**config.mk**
```make
export PLATFORM = sky130hd
export DESIGN_NAME = alu_issue_seq
export DESIGN_NICKNAME = d
export VERILOG_FILES = /design/src/rtl/alu_issue_seq.sv
export SDC_FILE = /design/constraint.sdc
export NUM_CORES = 1
export LEC_CHECK = 0
export CAP_MARGIN = 5
export CORE_UTILIZATION = 45
export CTS_CLUSTER_DIAMETER = 60
export CTS_CLUSTER_SIZE = 24
export DETAILED_ROUTE_END_ITERATION = 12
export GPL_TIMING_DRIVEN = 0
export PLACE_DENSITY = 0.88
export SETUP_SLACK_MARGIN = 0.02
export SYNTH_ARGS = -nofsm -noshare
export SYNTH_HDL_FRONTEND = slang
export SYNTH_SLANG_ARGS = --single-unit
```
**constraint.sdc**
```tcl
create_clock -name clk -period 5.9 [get_ports clk]
set_clock_uncertainty 0.05 [all_clocks]
set_input_delay 1.77 -clock clk [delete_from_list [all_inputs] [get_ports clk]]
set_output_delay 1.77 -clock clk [all_outputs]
set_load 0.005 [all_outputs]
```
**src/rtl/alu_issue_seq.sv**
```systemverilog
// ============================================================================
// Module   : alu_issue_seq
// Brief    : Issue/writeback sequencer for the 32-bit combinational ALU.
//            Decodes one instruction, drives the ALU, and returns the result.
// Revision : 1.0 - initial release
// ============================================================================
`default_nettype none

module alu_issue_seq #(
  parameter int CNT_W = 16
) (
  input  logic             clk,
  input  logic             rst_n,
  input  logic             in_valid,
  output logic             in_ready,
  input  logic [31:0]      in_instr,
  input  logic [31:0]      in_rs_val,
  input  logic [31:0]      in_rt_val,
  output logic [31:0]      alu_in1,
  output logic [31:0]      alu_in2,
  output logic [2:0]       alu_ctl,
  output logic [4:0]       alu_shamt,
  input  logic [31:0]      alu_result,
  output logic             out_valid,
  input  logic             out_ready,
  output logic [31:0]      out_result,
  output logic [4:0]       out_dest,
  output logic             out_wen,
  output logic             out_overflow,
  output logic             out_illegal,
  output logic [CNT_W-1:0] op_count
);

  typedef enum logic [1:0] {
    IDLE = 2'd0,
    EXEC = 2'd1,
    DONE = 2'd2
  } state_t;

  state_t             state_q, state_d;
  logic [31:0]        in1_q, in1_d, in2_q, in2_d;
  logic [2:0]         ctl_q, ctl_d;
  logic [4:0]         shamt_q, shamt_d, dest_q, dest_d;
  logic               is_add_q, is_add_d, is_sub_q, is_sub_d;
  logic               illegal_q, illegal_d;
  logic [31:0]        res_q, res_d;
  logic [4:0]         odest_q, odest_d;
  logic               wen_q, wen_d, ovf_q, ovf_d, oill_q, oill_d;
  logic [CNT_W-1:0]   cnt_q, cnt_d;

  logic [5:0]         w_opcode, w_funct;
  logic               w_ovf;

  assign w_opcode = in_instr[31:26];
  assign w_funct  = in_instr[5:0];

  // Signed overflow judged on the operands actually presented to the ALU
  assign w_ovf = (is_add_q && (in1_q[31] == in2_q[31]) && (alu_result[31] != in1_q[31])) ||
                 (is_sub_q && (in1_q[31] != in2_q[31]) && (alu_result[31] != in1_q[31]));

  always_comb begin
    state_d   = state_q;
    in1_d     = in1_q;
    in2_d     = in2_q;
    ctl_d     = ctl_q;
    shamt_d   = shamt_q;
    dest_d    = dest_q;
    is_add_d  = is_add_q;
    is_sub_d  = is_sub_q;
    illegal_d = illegal_q;
    res_d     = res_q;
    odest_d   = odest_q;
    wen_d     = wen_q;
    ovf_d     = ovf_q;
    oill_d    = oill_q;
    cnt_d     = cnt_q;
    case (state_q)
      IDLE: begin
        if (in_valid) begin
          state_d   = EXEC;
          in1_d     = in_rs_val;
          in2_d     = in_rt_val;
          ctl_d     = 3'b000;
          shamt_d   = 5'd0;
          dest_d    = in_instr[15:11];
          is_add_d  = 1'b0;
          is_sub_d  = 1'b0;
          illegal_d = 1'b0;
          if (w_opcode == 6'd0) begin
            case (w_funct)
              6'd0:  begin ctl_d = 3'b100; in1_d = in_rt_val; shamt_d = in_instr[10:6]; end
              6'd2:  begin ctl_d = 3'b101; in1_d = in_rt_val; shamt_d = in_instr[10:6]; end
              6'd3:  begin ctl_d = 3'b110; in1_d = in_rt_val; shamt_d = in_instr[10:6]; end
              6'd32: begin ctl_d = 3'b000; is_add_d = 1'b1; end
              6'd34: begin ctl_d = 3'b001; is_sub_d = 1'b1; end
              6'd36: ctl_d = 3'b010;
              6'd37: ctl_d = 3'b011;
              6'd42: ctl_d = 3'b111;
              default: illegal_d = 1'b1;
            endcase
          end else if (w_opcode == 6'd8) begin
            in2_d    = {{16{in_instr[15]}}, in_instr[15:0]};
            dest_d   = in_instr[20:16];
            is_add_d = 1'b1;
          end else if (w_opcode == 6'd12) begin
            ctl_d  = 3'b010;
            in2_d  = {16'd0, in_instr[15:0]};
            dest_d = in_instr[20:16];
          end else begin
            illegal_d = 1'b1;
          end
          if (illegal_d) begin
            in1_d    = 32'd0;
            in2_d    = 32'd0;
            ctl_d    = 3'b000;
            shamt_d  = 5'd0;
            dest_d   = 5'd0;
            is_add_d = 1'b0;
            is_sub_d = 1'b0;
          end
        end
      end
      EXEC: begin
        state_d = DONE;
        res_d   = illegal_q ? 32'd0 : alu_result;
        odest_d = dest_q;
        ovf_d   = w_ovf;
        oill_d  = illegal_q;
        wen_d   = !illegal_q && !w_ovf && (dest_q != 5'd0);
        if (!illegal_q && !w_ovf && (cnt_q != {CNT_W{1'b1}}))
          cnt_d = cnt_q + 1'b1;
      end
      DONE: begin
        if (out_ready)
          state_d = IDLE;
      end
      default: state_d = IDLE;
    endcase
  end

  always_ff @(posedge clk) begin
    if (!rst_n) begin
      state_q   <= IDLE;
      in1_q     <= 32'd0;
      in2_q     <= 32'd0;
      ctl_q     <= 3'b000;
      shamt_q   <= 5'd0;
      dest_q    <= 5'd0;
      is_add_q  <= 1'b0;
      is_sub_q  <= 1'b0;
      illegal_q <= 1'b0;
      res_q     <= 32'd0;
      odest_q   <= 5'd0;
      wen_q     <= 1'b0;
      ovf_q     <= 1'b0;
      oill_q    <= 1'b0;
      cnt_q     <= '0;
    end else begin
      state_q   <= state_d;
      in1_q     <= in1_d;
      in2_q     <= in2_d;
      ctl_q     <= ctl_d;
      shamt_q   <= shamt_d;
      dest_q    <= dest_d;
      is_add_q  <= is_add_d;
      is_sub_q  <= is_sub_d;
      illegal_q <= illegal_d;
      res_q     <= res_d;
      odest_q   <= odest_d;
      wen_q     <= wen_d;
      ovf_q     <= ovf_d;
      oill_q    <= oill_d;
      cnt_q     <= cnt_d;
    end
  end

  assign in_ready     = (state_q == IDLE);
  assign out_valid    = (state_q == DONE);
  assign alu_in1      = in1_q;
  assign alu_in2      = in2_q;
  assign alu_ctl      = ctl_q;
  assign alu_shamt    = shamt_q;
  assign out_result   = res_q;
  assign out_dest     = odest_q;
  assign out_wen      = wen_q;
  assign out_overflow = ovf_q;
  assign out_illegal  = oill_q;
  assign op_count     = cnt_q;

endmodule

`default_nettype wire

```
# Yosys cells after proc, flatten, opt, wreduce, memory -nomap -nowiden

Index checks and enable logic that the tools add are counted.

Register bits after elaboration: 138
Input port bits: 132
Output and inout port bits: 130
Word-level logic and storage cells: 88

$add $sub $neg: 1
Equal/unequal tests: 17
Multiplexer cells: 36
Reduce and logical (&&, ||, !) cells: 19

Operator list:

| kind                    | number |
|---|---|
| $mux W32                | 8 |
| $mux W5                 | 7 |
| $eq A6 B6 Y1 const B    | 5 |
| $pmux W3 S7             | 1 |
| $add A16 B1 Y16 const B | 1 |
| $ne A16 B16 Y1 const B  | 1 |
| $mux W1                 | 13 |
| $eq A6 B2 Y1 const B    | 2 |
| $eq A6 B4 Y1 const B    | 2 |
| $logic_not A6 Y1        | 2 |
| $mux W2                 | 4 |
| $reduce_or A8 Y1        | 1 |
| $logic_and A1 B1 Y1     | 7 |
| $mux W3                 | 2 |
| $pmux W2 S3             | 1 |
| $reduce_and A2 Y1       | 3 |
| $reduce_bool A5 Y1      | 1 |
| $reduce_or A3 Y1        | 1 |
| $eq A2 B1 Y1 const B    | 1 |
| $eq A2 B2 Y1 const B    | 1 |
| $logic_not A1 Y1        | 2 |
| $logic_not A2 Y1        | 1 |
| $ne A1 B1 Y1            | 2 |
| $ne A2 B1 Y1 const B    | 1 |
| 3 further kinds         | 3 |

# Longest topological paths before layout

Depth after elaboration: 8
Mapped depth: 7
Mapped depth without buffers: 6

# Worst setup path after synthesis

No wires, ideal clock.

Path kind: input to register
Start: input port in_instr[28]
End: register in1_q[22] (netlist: alu_in1[22])
Library setup time: 0.128 ns
Arrival time: 3.104 ns
Data required time: 5.722 ns
Setup slack: 2.618 ns
Stages on the path: 7
Path buffers: 2
Cell sequence: clkbuf_1 > nor4_2 > o2111ai_2 > buf_2 > mux2i_1 > a2bb2oi_1 > nor2_1

Word-level cells in the longest chain between the ends: 7
Elaborated cells between the ends (all ways): 10
Classes of those cells: eq/ne (2); mux (7); reduce/logical (1)

Ends and longest elaborated chain:

| element                | line | text |
|---|---|---|
| start: declaration     | 16   | `input logic [31:0] in_instr,` |
| $eq A6 B4 Y1           | 105  | `end else if (w_opcode == 6'd12) begin` |
| $mux W1                | 105  |  |
| $mux W1                | 101  | `end else if (w_opcode == 6'd8) begin` |
| $mux W1                | 89   | `if (w_opcode == 6'd0) begin` |
| $mux W1                | 79   | `if (in_valid) begin` |
| $mux W1                | 77   | `case (state_q)` |
| $mux W32 (*)           | 112  | `if (illegal_d) begin` |
| end signal: assignment | 160  | `in1_q <= in1_d;` |
| end: declaration       | 41   | `logic [31:0] in1_q, in1_d, in2_q, in2_d;` |

Mark *: on every way between the ends. The rest lies on a longest branch, timed or not. The select of a mux whose other input is x is not followed.
A chain may end at the register's enable or synchronous reset.

# Worst setup path after layout

Start: input port in_instr[31]
End: register in2_q[22] (netlist: alu_in2[22])

Word-level cells in the longest chain between the ends: 7
Elaborated cells between the ends (all ways): 12
Classes of those cells: eq/ne (2); mux (9); reduce/logical (1)

Ends and longest elaborated chain:

| element                | line | text |
|---|---|---|
| $eq A6 B4 Y1           | 105  |  |
| $mux W1                | 105  |  |
| $mux W1                | 101  |  |
| $mux W1                | 89   |  |
| $mux W1                | 79   |  |
| $mux W1                | 77   |  |
| $mux W32 (*)           | 112  |  |
| end signal: assignment | 161  | `in2_q <= in2_d;` |
| end: declaration       | 41   |  |

Marked as above.

==> impl_metrics.ini <==
[run_status]
status = complete, no violations

[critical_path]
r2r_start = op_count[0]
r2r-end = op_count[9]
r2r_slack_ps = 3570
start_kind = input port
end_kind = flip-flop
cpPeakStageDelay_ps = 540
worstRegToRegCells = 7
crit_family = simple AND/OR/NAND/NOR gates
cp_slowest_cell = nor3b_2
arrival_ps = 4030
worstSetupPathType = input port to flip-flop
crit_fanout = 10
path_cells = clkdlybuf4s50_1 -> nor4_2 -> nand2_1 -> nor3b_2 -> buf_2 -> a21oi_1 -> o21ai_0
crit_buf_inv = 2
required_ps = 6180
critPathLaunch = in_instr[31]

[finish]
areaGrowthSynthToFinish_pct = 56.2
num-fill-cells = 993
antennaDiodeCount = 0
layout-drive-gt1-share = 0.0624
finalNonFillerCells = 1118
finalNetCount = 1066
final_area_mm2 = 0.00923

[timing]
tightest_slew_ps = 1160
finalSetupViolCount = 0
fin_crit_ps = 3740
fmax_ghz = 0.267
period_share = 0.634
drv_slew = 0
rsz0062_at_grt = no
setup_ws_ps = 2160
fin_tns_setup_ps = 0
max_slew_margin = 0.230
hold_viol = 0

[clocking]
clk_pin_slew_ps = 50
cts_tree = yes
cts_buffers = 17
cts_root_buf = clkbuf_16
hold_buffers = 0
postCtsResizedCells = 0
post_cts.repair.setup_buffers = 0
clk_latency_ps = 420
cts_num_sinks = 138
cts_buffer_depth = 2
htreeDepth = 4

[pwr]
vdd_drop_max_v = 0.000141
p_total_uw = 2270
p_leak_uw = 0.00382
p_per_area_mw_per_mm2 = 246

[synthesis]
ys_types = 54
synth_ff_type = dfxtp_1
syn_area_mm2 = 0.00591
synth_xor_area_frac = 0.00148
yosysWarnings = 0
synth.area.mux_share = 0.0965
synth_top_family_by_area = simple AND/OR/NAND/NOR gates
syn_nets = 796
synth-simple-area-share = 0.202
syn-instance-count = 663
ys_seq_elements = 138
synthArstFlopShare = 0
synth_compound_area_frac = 0.188
synth_enable_flop_cells = 0
synthAdderAreaFrac = 0.00212
ys_seq_area_frac = 0.467
syn_avg_cell_area_um2 = 8.92

[grt]
use_met3 = 0.0991
track_usage = 0.296
met2_usage = 0.505
antenna_found_initial = 0
grt-ovfl-total = 0
top_usage_layer = met2
grt_pass1_wl_um = 30400
grt_pass1_vias = 5944
grt_max_degree = 17
grt.met1_usage = 0.331

[route]
wl_per_cell_um = 17.9
drc_errors = 0
postRouteAntennaNets = 0
drtIter0Drc = 305
dr.pass1.iters = 4
drt-total-wl_um = 20000
viasPerCell = 5.41
vias = 6050

[floorplan]
core_area_mm2 = 0.0127
die_w_um = 117
ios = 262
die-height_um = 117
initial_utilization = 0.465
row_count = 41
die-area_mm2 = 0.0136

[placement]
placed_area_mm2 = 0.00864
dp_slack_ps = 1770
place_congestion = 0.803
port_buffers = 251
dp.final_hpwl_um = 14900
dp.cells = 1086

[hold_path]
min_path_type = flip-flop to flip-flop
whs_endpoint = alu_in2[25]
hold_start = alu_in2[25]
whs_path_depth = 2

[job]
drv_cap = 0
## where the power goes
part | switching, µW | leakage (µW) | internal (µW)
clock | 390 | 0.000287 | 677
sequential | 10.2 | 0.00111 | 947
combinational | 112 | 0.00241 | 138
## per-stage QoR
| step | hold WS, ps | util |
|---|---|---|
| 6_report | 401 | 0.726 |
| 5_1_grt | 420 | 0.726 |
| 4_1_cts | 400 | 0.726 |
| 3_5_place_dp | 393 | 0.679 |
| 3_3_place_gp | 383 | 0.679 |
| 2_1_floorplan | 386 | - |
## kinds of logic (layout without fill, tap and decap cells)
logic type,Yosys count,after routing
AOI/OAI and AO/OA,175,175
adders and majority gates,1,1
and+or+nand+nor,233,233
xor gates and xnor gates,1,1
buffers and inverters,58,341
DFF,138,138
muxes,57,57
## layer usage
| layer | vias to the layer above | wire [µm] | share of wire |
|---|---|---|---|
| met5 | - | 0 | 0 |
| met3 | 50 | 1670 | 0.084 |
| met1 | 2843 | 7880 | 0.39 |
| li1 | 2918 | - | - |
| met2 | 239 | 9760 | 0.49 |
| met4 | 0 | 702 | 0.035 |
## placed cells by master, fill, tap and decap left out, types with 12 or more instances in the layout
master | synthesis | layout
mux2i_1 | 57 | 57
a2bb2oi_1 | 32 | 32
and3_1 | 34 | 34
clkdlybuf4s50_1 | 0 | 251
nand2_1 | 69 | 69
clkbuf_16 | 0 | 17
o21ai_0 | 32 | 32
a21oi_1 | 71 | 71
clkbuf_1 | 30 | 34
nor2_1 | 75 | 75
dfxtp_1 | 138 | 138
buf_2 | 12 | 12
## registers in the layout, indices dropped and copies added, names as in the netlist, 2 cells and up
| signal | cells |
|---|---|
| state_q | 2 |
| alu_in2 | 32 |
| alu_shamt | 5 |
| op_count | 16 |
| dest_q | 5 |
| out_result | 32 |
| alu_in1 | 32 |
| alu_ctl | 3 |
| out_dest | 5 |
## final cells by class
type | count | area [µm²] | area share
clock inverter | 6 | 85.1 | 0.00922
tap | 172 | 215 | 0.0233
inverter | 8 | 30.0 | 0.00325
sequential | 138 | 2760 | 0.299
buffer | 50 | 221 | 0.0240
clock buffer | 26 | 509 | 0.0552
timing repair buffer | 251 | 2510 | 0.272
multi-input combinational | 467 | 2900 | 0.314
## worst register-to-register path: cells and delay by family, from the launching register on
kind	cells	cell delay [ps]
simple gates	3	1020
flops	1	430
fa+ha+maj	1	240
buf+inv	1	220
compound gates	2	290
## how the worst max path moves through the flow
stage               slack (ps)     endpoint  cells after the start
global route              2040  alu_in2[13]                      7
global placement          1750  alu_in2[13]                      7
detailed placement        1770  alu_in2[13]                      7
finish                    2160  alu_in2[22]                      7
CTS                       2190  alu_in2[22]                      7
floorplan                 2620  alu_in1[22]                      7
## synth_stat cells (2+ instances only)
cell type / number / share of area
o21a_1: 2 / 0.0025
a2bb2oi_1: 32 / 0.047
inv_1: 7 / 0.0044
buf_1: 5 / 0.0032
nor4_1: 3 / 0.0032
nand3_1: 7 / 0.0059
a22o_1: 5 / 0.0074
nor2b_1: 3 / 0.0032
nor4_2: 3 / 0.0064
nand4_1: 4 / 0.0042
a21oi_1: 71 / 0.060
nand2_1: 69 / 0.044
and3_1: 34 / 0.036
o211ai_1: 3 / 0.0038
o21ai_1: 11 / 0.0093
or4_1: 11 / 0.014
nor2_1: 75 / 0.048
a211oi_1: 2 / 0.0025
nand4_2: 2 / 0.0042
buf_2: 12 / 0.010
o31ai_1: 6 / 0.0076
mux2i_1: 57 / 0.097
or3_1: 3 / 0.0032
and4_1: 2 / 0.0030
o21ai_0: 32 / 0.027
dfxtp_1: 138 / 0.47
clkbuf_1: 30 / 0.019
buf_6: 2 / 0.0038
nor3_1: 2 / 0.0017
nand2b_1: 6 / 0.0064
Power figures use the tool's default switching activity.
